===== config.mk =====
export PLATFORM = sky130hd
export DESIGN_NAME = tick_interval_meter
export DESIGN_NICKNAME = d
export VERILOG_FILES = /design/src/rtl/tick_interval_meter_pkg.sv /design/src/rtl/tick_interval_meter_sat_counter.sv /design/src/rtl/tick_interval_meter.sv
export SDC_FILE = /design/constraint.sdc
export NUM_CORES = 1
export LEC_CHECK = 0
export ABC_AREA = 1
export BUFFER_PORTS_ARGS = -buffer_cell sky130_fd_sc_hd__buf_2
export CORE_MARGIN = 1
export CORE_UTILIZATION = 40
export CTS_CLUSTER_SIZE = 20
export DETAILED_ROUTE_END_ITERATION = 8
export REMOVE_ABC_BUFFERS = 1
export SYNTH_ARGS = -nofsm -noshare
export SYNTH_HDL_FRONTEND = slang
export SYNTH_SLANG_ARGS = --single-unit

===== constraint.sdc =====
create_clock -name clk -period 4.1 [get_ports clk]
set_input_delay 0.615 -clock clk [delete_from_list [all_inputs] [get_ports clk]]
set_output_delay 0.615 -clock clk [all_outputs]
set_load 0.02 [all_outputs]

===== src/rtl/tick_interval_meter_pkg.sv =====
// Shared constants for the tick interval meter: FSM state encoding, default
// width, and overflow bit positions (also used by the countdown timer).
package tick_interval_meter_pkg;

  localparam int unsigned TIM_DEFAULT_W = 32;

  localparam int unsigned OVF_SAT = 1;
  localparam int unsigned OVF_CNT = 0;

  typedef enum logic [1:0] {
    ST_IDLE  = 2'd0,
    ST_COUNT = 2'd1,
    ST_HOLD  = 2'd2
  } tim_state_e;

endpackage


===== src/rtl/tick_interval_meter_sat_counter.sv =====
// W-bit saturating up-counter with synchronous clear, enable and a sticky
// saturated flag. nxt_o is the value the counter takes on this edge if enabled.
module tick_sat_counter #(
  parameter int unsigned W = 32
) (
  input  logic         clk,
  input  logic         rstn,
  input  logic         clr_i,
  input  logic         en_i,
  output logic [W-1:0] nxt_o,
  output logic         sat_o
);

  logic [W-1:0] cnt_q, cnt_d;
  logic         sat_q, sat_d;

  always_comb begin
    cnt_d = cnt_q;
    if (en_i && (cnt_q != '1)) cnt_d = cnt_q + W'(1);
  end

  always_comb begin
    sat_d = sat_q;
    if (clr_i)                      sat_d = 1'b0;
    else if (en_i && cnt_d == '1)   sat_d = 1'b1;
  end

  always_ff @(posedge clk or negedge rstn) begin
    if (!rstn) begin
      cnt_q <= '0;
      sat_q <= 1'b0;
    end else begin
      cnt_q <= clr_i ? '0 : cnt_d;
      sat_q <= sat_d;
    end
  end

  assign nxt_o = cnt_d;
  assign sat_o = sat_q;

endmodule


===== src/rtl/tick_interval_meter.sv =====
// Tick interval meter: counts timer_tick between start and stop, holds the
// result under a valid/ack handshake. Optional auto-stop: TICK_INTERVAL_TIMEOUT_EN.
import tick_interval_meter_pkg::*;

module tick_interval_meter #(
  parameter int unsigned W = TIM_DEFAULT_W
) (
  input  logic         clk,
  input  logic         rstn,
  input  logic         start,
  input  logic         stop,
  input  logic         timer_tick,
  input  logic         ack,
`ifdef TICK_INTERVAL_TIMEOUT_EN
  input  logic [W-1:0] limit,
  output logic         timed_out,
`endif
  output logic [W-1:0] count,
  output logic         valid,
  output logic         busy,
  output logic [1:0]   overflow
);

  tim_state_e   state_q, state_d;
  logic [W-1:0] count_q, count_d;
  logic         to_q, to_d;
  logic         clr, tick_acc;
  logic [W-1:0] cnt_nxt;
  logic         sat;

  tick_sat_counter #(.W(W)) u_cnt (
    .clk   (clk),
    .rstn  (rstn),
    .clr_i (clr),
    .en_i  (tick_acc),
    .nxt_o (cnt_nxt),
    .sat_o (sat)
  );

  always_comb begin
    state_d  = state_q;
    count_d  = count_q;
    to_d     = to_q;
    clr      = 1'b0;
    tick_acc = 1'b0;
    case (state_q)
      ST_IDLE: begin
        if (start) begin
          state_d = ST_COUNT;
          clr     = 1'b1;
          to_d    = 1'b0;
        end
      end
      ST_COUNT: begin
        if (start) begin
          clr  = 1'b1;
          to_d = 1'b0;
        end else begin
          tick_acc = timer_tick;
          // cnt_nxt already folds in a tick coincident with stop
          if (stop) begin
            state_d = ST_HOLD;
            count_d = cnt_nxt;
          end
`ifdef TICK_INTERVAL_TIMEOUT_EN
          if (tick_acc && (limit != '0) && (cnt_nxt == limit)) begin
            state_d = ST_HOLD;
            count_d = limit;
            to_d    = 1'b1;
          end
`endif
        end
      end
      ST_HOLD: begin
        if (ack) begin
          if (start) begin
            state_d = ST_COUNT;
            clr     = 1'b1;
            to_d    = 1'b0;
          end else begin
            state_d = ST_IDLE;
          end
        end
      end
      default: state_d = ST_IDLE;
    endcase
  end

  always_ff @(posedge clk or negedge rstn) begin
    if (!rstn) begin
      state_q <= ST_IDLE;
      count_q <= '0;
      to_q    <= 1'b0;
    end else begin
      state_q <= state_d;
      count_q <= count_d;
      to_q    <= to_d;
    end
  end

  assign count             = count_q;
  assign valid             = (state_q == ST_HOLD);
  assign busy              = (state_q == ST_COUNT);
  assign overflow[OVF_SAT] = sat;
  assign overflow[OVF_CNT] = tick_acc;

`ifdef TICK_INTERVAL_TIMEOUT_EN
  assign timed_out = to_q;
`else
  logic unused_to;
  assign unused_to = to_q;
`endif

endmodule


== Word level (Yosys, flattened, before mapping) ==
Index checks and enable logic that the tools add are counted.

* Flip-flop bits (word level): 67
* Input bits: 6
* Logic and storage cells: 36

* Reductions and logical operators: 7
* Muxes and demuxes: 15
* Equality and inequality tests: 8
* Bitwise gates (word level): 1
* Add/subtract/negate cells: 1

{| class="wikitable"
|+ Operator list
! operator !! number
|-
| $mux W32 || 2
|-
| $add A32 B1 Y32 const B || 1
|-
| $eq A32 B32 Y1 const B || 1
|-
| $ne A32 B32 Y1 const B || 1
|-
| $mux W2 || 4
|-
| $ne A2 B2 Y1 const B || 4
|-
| $mux W1 || 7
|-
| $pmux W2 S3 || 1
|-
| $reduce_and A4 Y1 || 1
|-
| $reduce_and A3 Y1 || 1
|-
| $eq A2 B1 Y1 const B || 1
|-
| $eq A2 B2 Y1 const B || 1
|-
| $logic_and A1 B1 Y1 || 2
|-
| $logic_not A2 Y1 || 1
|-
| $pmux W1 S2 || 1
|-
| $reduce_bool A2 Y1 || 1
|-
| $reduce_or A2 Y1 || 1
|-
| $not A1 Y1 || 1
|}

== Logic depth before layout (Yosys ltp) ==
Gate-level depths: netlist of the first run.

* Word-level depth: 8
* Mapped depth: 16

== Hierarchy ==
Synthesis of the first run repeated with hierarchy kept, for this count alone.

* Cells, all modules: 589
* Area, all modules: 4,117.7 µm²

{| class="wikitable"
|+ Modules (own cells, without submodules)
! module !! instances !! cells each !! seq. area each (µm²) !! area an instance (µm²)
|-
| tick_sat_counter || 1 || 428 || 825.8 || 2,585.0
|-
| tick_interval_meter || 1 || 161 || 850.8 || 1,532.7
|}

== Worst setup path after synthesis of the first run ==
No wires, ideal clock.

* Kind: input-to-reg
* Start point: input port start
* End point: register u_cnt.sat_q, in the netlist u_cnt.sat_o
* Arrival time: 1.907 ns
* Library setup time: 0.075 ns
* Setup slack: 2.118 ns
* Cell stages on the path: 13
* Buffers on the path: 0
* Path through: inv_1 nand2_1 nor2_4 nand3_2 nor2_2 nand4_1 nand2_1 nand2_1 nor2_1 nand2_1 nor2_1 nand3_1 o21ai_2

* Longest elaborated chain between the ends: 7
* Elaborated cells between the ends (all ways): 11

{| class="wikitable"
|+ Ends and longest elaborated chain
! what !! line !! RTL
|-
| from (decl) || tick_interval_meter.sv:10 || <nowiki>input logic start,</nowiki>
|-
| $mux W1 (*) || tick_interval_meter.sv:55 || <nowiki>if (start) begin</nowiki>
|-
| $mux W1 (*) || tick_interval_meter.sv:46 || <nowiki>case (state_q)</nowiki>
|-
| net tick_acc || tick_interval_meter.sv:27 || <nowiki>logic clr, tick_acc;</nowiki>
|-
| $logic_and A1 B1 Y1 || tick_interval_meter_sat_counter.sv:19 || <nowiki>if (en_i && (cnt_q != '1)) cnt_d = cnt_q + W'(1);</nowiki>
|-
| $mux W32 || tick_interval_meter_sat_counter.sv:19 ||
|-
| $eq A32 B32 Y1 || tick_interval_meter_sat_counter.sv:25 || <nowiki>else if (en_i && cnt_d == '1) sat_d = 1'b1;</nowiki>
|-
| $logic_and A1 B1 Y1 (*) || tick_interval_meter_sat_counter.sv:25 ||
|-
| $reduce_bool A2 Y1 (no source line) (*) || -- ||
|-
| to (signal assigned) || tick_interval_meter_sat_counter.sv:34 || <nowiki>sat_q <= sat_d;</nowiki>
|-
| to (decl) || tick_interval_meter_sat_counter.sv:15 || <nowiki>logic sat_q, sat_d;</nowiki>
|}

Mark *: on every way through the listed nets, which the timed path passes. The rest lies on a longest branch.
A chain may end at the register's enable or synchronous reset.

== Worst setup path in the final report of the first run ==
* Start point: register u_cnt.cnt_q[0]
* End point: register u_cnt.sat_q, in the netlist u_cnt.sat_o

* Longest elaborated chain between the ends: 6
* Elaborated cells between the ends (all ways): 7

{| class="wikitable"
|+ Ends and longest elaborated chain
! what !! line !! RTL
|-
| from (decl) || tick_interval_meter_sat_counter.sv:14 || <nowiki>logic [W-1:0] cnt_q, cnt_d;</nowiki>
|-
| from (signal assigned) || tick_interval_meter_sat_counter.sv:33 || <nowiki>cnt_q <= clr_i ? '0 : cnt_d;</nowiki>
|-
| branches (longest 2 deep; another with $add A32 B1 Y32) || -- ||
|-
| $mux W32 (*) || tick_interval_meter_sat_counter.sv:19 ||
|-
| $eq A32 B32 Y1 (*) || tick_interval_meter_sat_counter.sv:25 ||
|-
| $logic_and A1 B1 Y1 (*) || tick_interval_meter_sat_counter.sv:25 ||
|-
| $reduce_bool A2 Y1 (no source line) (*) || -- ||
|}

Every way passes the cells marked *.

==> flow_summary.json, run 1 <==
{
  "status": "completed",
  "dp_hpwl_mm": 6.86,
  "root_buffer": "clkbuf_8",
  "async_reset_ff_frac": 1.00,
  "place_area_mm2": 0.00414,
  "routedWlPerCell_um": 12.8,
  "cts_made_buffers": 9,
  "r2r-start": "u_cnt.cnt_q[0]$_DFF_PN0_",
  "antenna_found_initial": 0,
  "switchingPower_w": 0.000470,
  "design_area_mm2": 0.00433,
  "ctsLongestPathBuffers": 2,
  "final.setup_skew_ps": 14.5,
  "reg2reg_to": "u_cnt.sat_o$_DFFE_PN0P_",
  "drv_slew": 0,
  "ys_seq_elements": 67,
  "netlist_area_mm2": 0.00383,
  "fin_ws_ps": 1590,
  "fill_cells": 954,
  "vdd_ir_drop_max_uv": 190,
  "grt_usage": 0.204,
  "worst_setup_path_start_kind": "flop",
  "comb_power_share": 0.158,
  "min-delay-path-class": "in2async",
  "fin_crit_ps": 2510,
  "yosys_warnings": 0,
  "clk_latency_ps": 350,
  "crit_fanout": 36,
  "p_total_w": 0.00147,
  "ys_seq_area_frac": 0.438,
  "cts_setup_buffers": 0,
  "routed_wl_mm": 9.32,
  "drive_gt1_frac": 0.129,
  "power_frac_clock": 0.374,
  "overflow": 0,
  "route.detailed.drc": 0,
  "critPathBufInv": 1,
  "fin_setup_tns_ps": 0,
  "syn_area_per_cell_um2": 6.90,
  "cts_tree": "yes",
  "crit_required_ps": 4370,
  "critPathSlowestCell": "dfrtp_1",
  "detail_route.vias_per_cell": 4.69,
  "synthToLayoutAreaGrowth_pct": 13.1,
  "hold_buffers": 0,
  "cap_violations": 0,
  "ios": 42,
  "dieWidth_um": 99.9,
  "regToRegSetupSlack_ps": 1590,
  "r2r_cells": 15,
  "initial_core_util": 0.415,
  "timing.hold.ws_ps": 436,
  "yosysUniqueCellTypes": 27,
  "synth_edf_count": 0,
  "antennaDiodeCount": 0,
  "die_height_um": 99.9,
  "numPortBuffers": 41,
  "cts_resized": 0,
  "cp_top_family": "simple AND/OR/NAND/NOR gates",
  "drt_iter0_drc": 165,
  "rsz0062_at_grt": "false",
  "grt_max_degree": 68,
  "final_nets": 601,
  "htree_levels": 3,
  "pwr-share-seq": 0.469,
  "p_leak_nw": 1.98,
  "relSlewSlack": 0.367,
  "finalHoldViolCount": 0,
  "crit_arrival_ps": 2780,
  "vias": 3415,
  "dp_slack_ps": 1400,
  "clkTransAtPathRegs_ps": 80,
  "grt_pass1_vias": 3165,
  "rows": 35,
  "grt_pass1_wl_mm": 15.8,
  "cpPeakStageDelay_ps": 410,
  "crit_type": "reg2reg",
  "p_sw_frac": 0.319,
  "period_share": 0.611,
  "setup_violations": 0,
  "first_pass_iters": 4,
  "p_int_w": 0.00100,
  "worstMarginPinSlew_ps": 946,
  "path_cells": "ha_1 -> inv_1 -> nor2_4 -> nand2_4 -> nor2_4 -> nand2_4 -> nand2_4 -> nand2_1 -> o21ai_0 -> nand2_1 -> nor2_1 -> nand2_1 -> nor2_1 -> nand3_1 -> o21ai_2",
  "core_area_mm2": 0.00924,
  "syn_inst": 555,
  "floorplan.die_area_mm2": 0.00997,
  "max_freq_mhz": 399,
  "antenna_left": 0,
  "gp_congestion": 0.934,
  "synth-main-ff-cell": "dfrtp_1",
  "endpoint_kind": "flop",
  "clock-sinks": 67,
  "p_per_area_mw_per_mm2": 340
}
-- registers in the layout (all words and copies together) (netlist names) --
signal,count
count,32
u_cnt.cnt_q,32
u_cnt.sat_o,1
state_q,2
-- cells by family (layout without fill, tap and decap cells) --
| family | Yosys count | in the layout | synth area share |
|---|---|---|---|
| AOI/OAI and AO/OA | 40 | 40 | 0.0542 |
| xor gates and xnor gates | 5 | 5 | 0.0114 |
| adders and majority gates | 1 | 1 | 0.00327 |
| buffers and inverters | 81 | 125 | 0.0859 |
| DFF | 67 | 67 | 0.438 |
| muxes | 1 | 1 | 0.00294 |
| and+or+nand+nor | 360 | 360 | 0.405 |
-- power groups by stage --
stage          sequential, W  clock, W  combinational (W)
2_1_floorplan       0.000707         0           0.000144
3_3_place_gp        0.000703         0           0.000235
3_5_place_dp        0.000703         0           0.000238
4_1_cts             0.000690  0.000565           0.000239
5_1_grt             0.000693  0.000594           0.000268
6_report            0.000691  0.000551           0.000233
-- through the flow --
stage	std cells	utilization
after detailed placement	712	0.448
after floorplan	540	-
after global placement	712	0.448
after CTS	728	0.469
after global routing	728	0.469
final	728	0.469
-- worst max-delay path by stage --
stage,depth (start not counted),startpoint,endpoint,slack [ps]
detailed placement,14,start,u_cnt.sat_o$_DFFE_PN0P_,1400
floorplan,6,state_q[0]$_DFFE_PN0P_,count[28]$_DFFE_PN0P_,1650
global placement,14,start,u_cnt.sat_o$_DFFE_PN0P_,1460
CTS,15,u_cnt.cnt_q[0]$_DFF_PN0_,u_cnt.sat_o$_DFFE_PN0P_,1600
finish,15,u_cnt.cnt_q[0]$_DFF_PN0_,u_cnt.sat_o$_DFFE_PN0P_,1590
global route,15,u_cnt.cnt_q[0]$_DFF_PN0_,u_cnt.sat_o$_DFFE_PN0P_,1250
-- area by class of cell --
cell class              instances  area (µm²)  area share
clock buffers                  10         128      0.0294
repair buffers                 43         220      0.0508
inverters                      66         248      0.0572
clock inverters                 6        66.3      0.0153
flip-flops and latches         67        1680       0.387
well taps                     129         161      0.0372
multi-input cells             407        1830       0.423
-- worst reg2reg max path, cell delays in order (launching register included) --
cell	delay [ps]
dfrtp_1	410
ha_1	240
inv_1	90
nor2_4	200
nand2_4	90
nor2_4	140
nand2_4	240
nand2_4	240
nand2_1	70
o21ai_0	110
nand2_1	90
nor2_1	160
nand2_1	80
nor2_1	100
nand3_1	100
o21ai_2	70
-- cells in the mapped netlist, types with 2 or more instances --
| cell type | count | area share |
|---|---|---|
| a21oi_1 | 2 | 0.0026 |
| buf_2 | 2 | 0.0026 |
| buf_4 | 2 | 0.0039 |
| buf_6 | 2 | 0.0059 |
| clkbuf_1 | 9 | 0.0088 |
| dfrtp_1 | 67 | 0.44 |
| inv_1 | 66 | 0.065 |
| nand2_1 | 205 | 0.20 |
| nand2_2 | 2 | 0.0033 |
| nand2_4 | 3 | 0.0088 |
| nand3_1 | 24 | 0.031 |
| nand3b_1 | 15 | 0.029 |
| nand4_1 | 9 | 0.015 |
| nor2_1 | 89 | 0.087 |
| nor2_2 | 3 | 0.0049 |
| nor2_4 | 6 | 0.018 |
| nor3_1 | 3 | 0.0039 |
| o21ai_0 | 33 | 0.043 |
| o22ai_1 | 2 | 0.0033 |
| xnor2_1 | 3 | 0.0069 |
| xor2_1 | 2 | 0.0046 |
-- routing by layer --
| layer | global-route usage | up-vias | wire length, µm |
|---|---|---|---|
| met5 | 0 | - | 0 |
| met4 | 0.0543 | 0 | 116 |
| met3 | 0.0404 | 8 | 353 |
| li1 | - | 1787 | - |
| met1 | 0.279 | 1551 | 4630 |
| met2 | 0.331 | 69 | 4230 |
-- cells in the final DEF (no fill, tap or decap), types with 2 or more instances in the layout --
cell        instances
dfrtp_1            67
nand2_4             3
nand3_1            24
nand2_1           204
nor2_2              3
xnor2_1             3
buf_2              41
a21oi_1             2
nor3_1              3
nand2_2             3
clkinvlp_4          3
nand4_1             9
buf_4               2
nor2_4              6
xor2_1              2
nor2_1             89
o21ai_0            33
clkbuf_8            9
nand3b_1           15
inv_1              66
No activity file was read; power rests on OpenSTA's default activity.
==> run 2: changes to the inputs <==
Clock period 4.1 ns to 2.4 ns, I/O delays scaled along.
==> flow_summary.json, run 2 (same netlist as run 1, synthesis figures left out) <==
{
  "status": "completed",
  "grt_pass1_vias": 3432,
  "cts_made_buffers": 9,
  "reg2reg_to": "u_cnt.sat_o$_DFFE_PN0P_",
  "startpoint": "u_cnt.cnt_q[0]$_DFF_PN0_",
  "p_sw_frac": 0.316,
  "final.setup_skew_ps": 10.5,
  "fin_crit_ps": 2290,
  "worst_setup_path_start_kind": "flop",
  "relSlewSlack": 0.749,
  "regArea_mm2": 0.00168,
  "final_common_cell": "nand2_1",
  "drive_gt1_frac": 0.174,
  "synthToLayoutAreaGrowth_pct": 19.2,
  "p_per_area_mw_per_mm2": 572,
  "clock-sinks": 67,
  "ios": 42,
  "rsz0062_at_grt": "false",
  "setup_violations": 0,
  "antennaDiodeCount": 0,
  "vdd_ir_drop_max_uv": 281,
  "worstMarginPinSlew_ps": 376,
  "finalHoldViolCount": 0,
  "multi_input_area_mm2": 0.00189,
  "drt_iter0_drc": 201,
  "max_freq_mhz": 437,
  "clk_latency_ps": 350,
  "route.detailed.drc": 0,
  "grt_max_degree": 68,
  "crit_end": "u_cnt.sat_o$_DFFE_PN0P_",
  "fin_util": 0.494,
  "clkTransAtPathRegs_ps": 80,
  "period_share": 0.953,
  "crit_required_ps": 2680,
  "dp_hpwl_mm": 6.75,
  "drv_slew": 0,
  "endpoint_kind": "flop",
  "numPortBuffers": 41,
  "dieWidth_um": 99.9,
  "antenna_found_initial": 0,
  "htree_levels": 3,
  "pwr-share-seq": 0.453,
  "antenna_left": 0,
  "r2r-start": "u_cnt.cnt_q[0]$_DFF_PN0_",
  "routedWlPerCell_um": 12.9,
  "crit_arrival_ps": 2570,
  "detail_route.vias_per_cell": 4.83,
  "layout_common_cells": "nand2_1 (204), nor2_1 (86), inv_1 (66)",
  "power_frac_clock": 0.371,
  "floorplan.die_area_mm2": 0.00997,
  "ctsLongestPathBuffers": 2,
  "r2r_cells": 16,
  "crit_fanout": 7,
  "first_pass_iters": 4,
  "root_buffer": "clkbuf_8",
  "p_leak_nw": 2.09,
  "die_height_um": 99.9,
  "overflow": 0,
  "fill_cells": 967,
  "gp_congestion": 0.928,
  "vias": 3619,
  "grt_pass1_wl_mm": 16.2,
  "final_cells": 749,
  "switchingPower_w": 0.000826,
  "cap_violations": 0,
  "initial_core_util": 0.415,
  "comb_power_share": 0.176,
  "grt_usage": 0.208,
  "final_nets": 622,
  "cts_tree": "yes",
  "p_int_w": 0.00179,
  "timing.hold.ws_ps": 3.69,
  "dp_cells": 720,
  "crit_type": "reg2reg",
  "min-delay-path-class": "in2async",
  "regToRegSetupSlack_ps": 110,
  "routed_wl_mm": 9.63,
  "hold_buffers": 0,
  "core_area_mm2": 0.00924,
  "rows": 35
}
==> run 2: cell types whose count changed in the layout (fill, tap and decap cells not counted), moves of 2 or more <==
cell and change:
nor3_1 -2, nor2_2 +3, dfrtp_1 -3, dfrtp_2 +3
nand2_8 +2, clkinvlp_4 -2, nor2_1 -3, buf_4 +19
nor3_2 +2
==> run 2: area by class of cell <==
class | count | area share
Clock inverter | 6 | 0.0142
Inverter | 66 | 0.0542
Timing Repair Buffer | 63 | 0.0838
Sequential cell | 67 | 0.368
Clock buffer | 10 | 0.0301
Multi-Input combinational cell | 408 | 0.414
Tap cell | 129 | 0.0353
==> run 2: worst min-delay path by stage <==
| stage | startpoint | slack, ps | to |
|---|---|---|---|
| after floorplan | rstn | 60 | count[0]$_DFFE_PN0P_ |
| after global placement | rstn | 400 | state_q[0]$_DFFE_PN0P_ |
| after detailed placement | rstn | 410 | state_q[0]$_DFFE_PN0P_ |
| after CTS | rstn | 30 | u_cnt.cnt_q[23]$_DFF_PN0_ |
| after global routing | rstn | 70 | state_q[0]$_DFFE_PN0P_ |
| final | rstn | 4 | state_q[0]$_DFFE_PN0P_ |
==> run 2: worst max-delay path, cell delays in order (launching register included) <==
cell     delay, ps
dfrtp_2        460
ha_4           190
inv_1           90
nor2_4          60
nand2_4         90
nor2_4          60
buf_4          150
a21oi_1        130
buf_4          180
nand2_1         60
nand2_1        130
nand2_1         70
nor2_1         140
nand2_1        110
nor2_2         150
nand3_1         90
o21ai_2         60
==> run 2: per-stage QoR <==
stage | instance area [µm²] | TNS [ps] | worst slack (ps) | power (W)
finish | 4570 | 0 | 113 | 0.00261
detailed placement | 4210 | -145 | -145 | 0.00165
global route | 4570 | 0 | 0.612 | 0.00276
global placement | 4210 | -93.4 | -93.4 | 0.00163
CTS | 4450 | 0 | 71.1 | 0.00263
floorplan | 3750 | -50.8 | -50.8 | 0.00145
==> run 2: what timing repair did <==
item,4_1_cts,5_1_grt
pin swaps,2,5
buffers inserted,1,11
cloned,1,0
endpoints found under the setup margin,1,1
resized for setup,3,9
==> run 2: power groups by stage <==
stage | Sequential, W | Combinational (W) | Clock, W
after floorplan | 0.00121 | 0.000246 | 0
after global placement | 0.00120 | 0.000434 | 0
after detailed placement | 0.00120 | 0.000447 | 0
after CTS | 0.00118 | 0.000453 | 0.000998
after global routing | 0.00119 | 0.000522 | 0.00105
final | 0.00118 | 0.000461 | 0.000970
==> run 2: metal layers <==
layer	vias up	routed length [µm]	GRT usage	share of wire
met5	-	0	0	0
met4	0	189	0.0758	0.020
met3	18	443	0.0390	0.046
met2	77	4450	0.335	0.46
met1	1696	4540	0.281	0.47
li1	1828	-	-	-
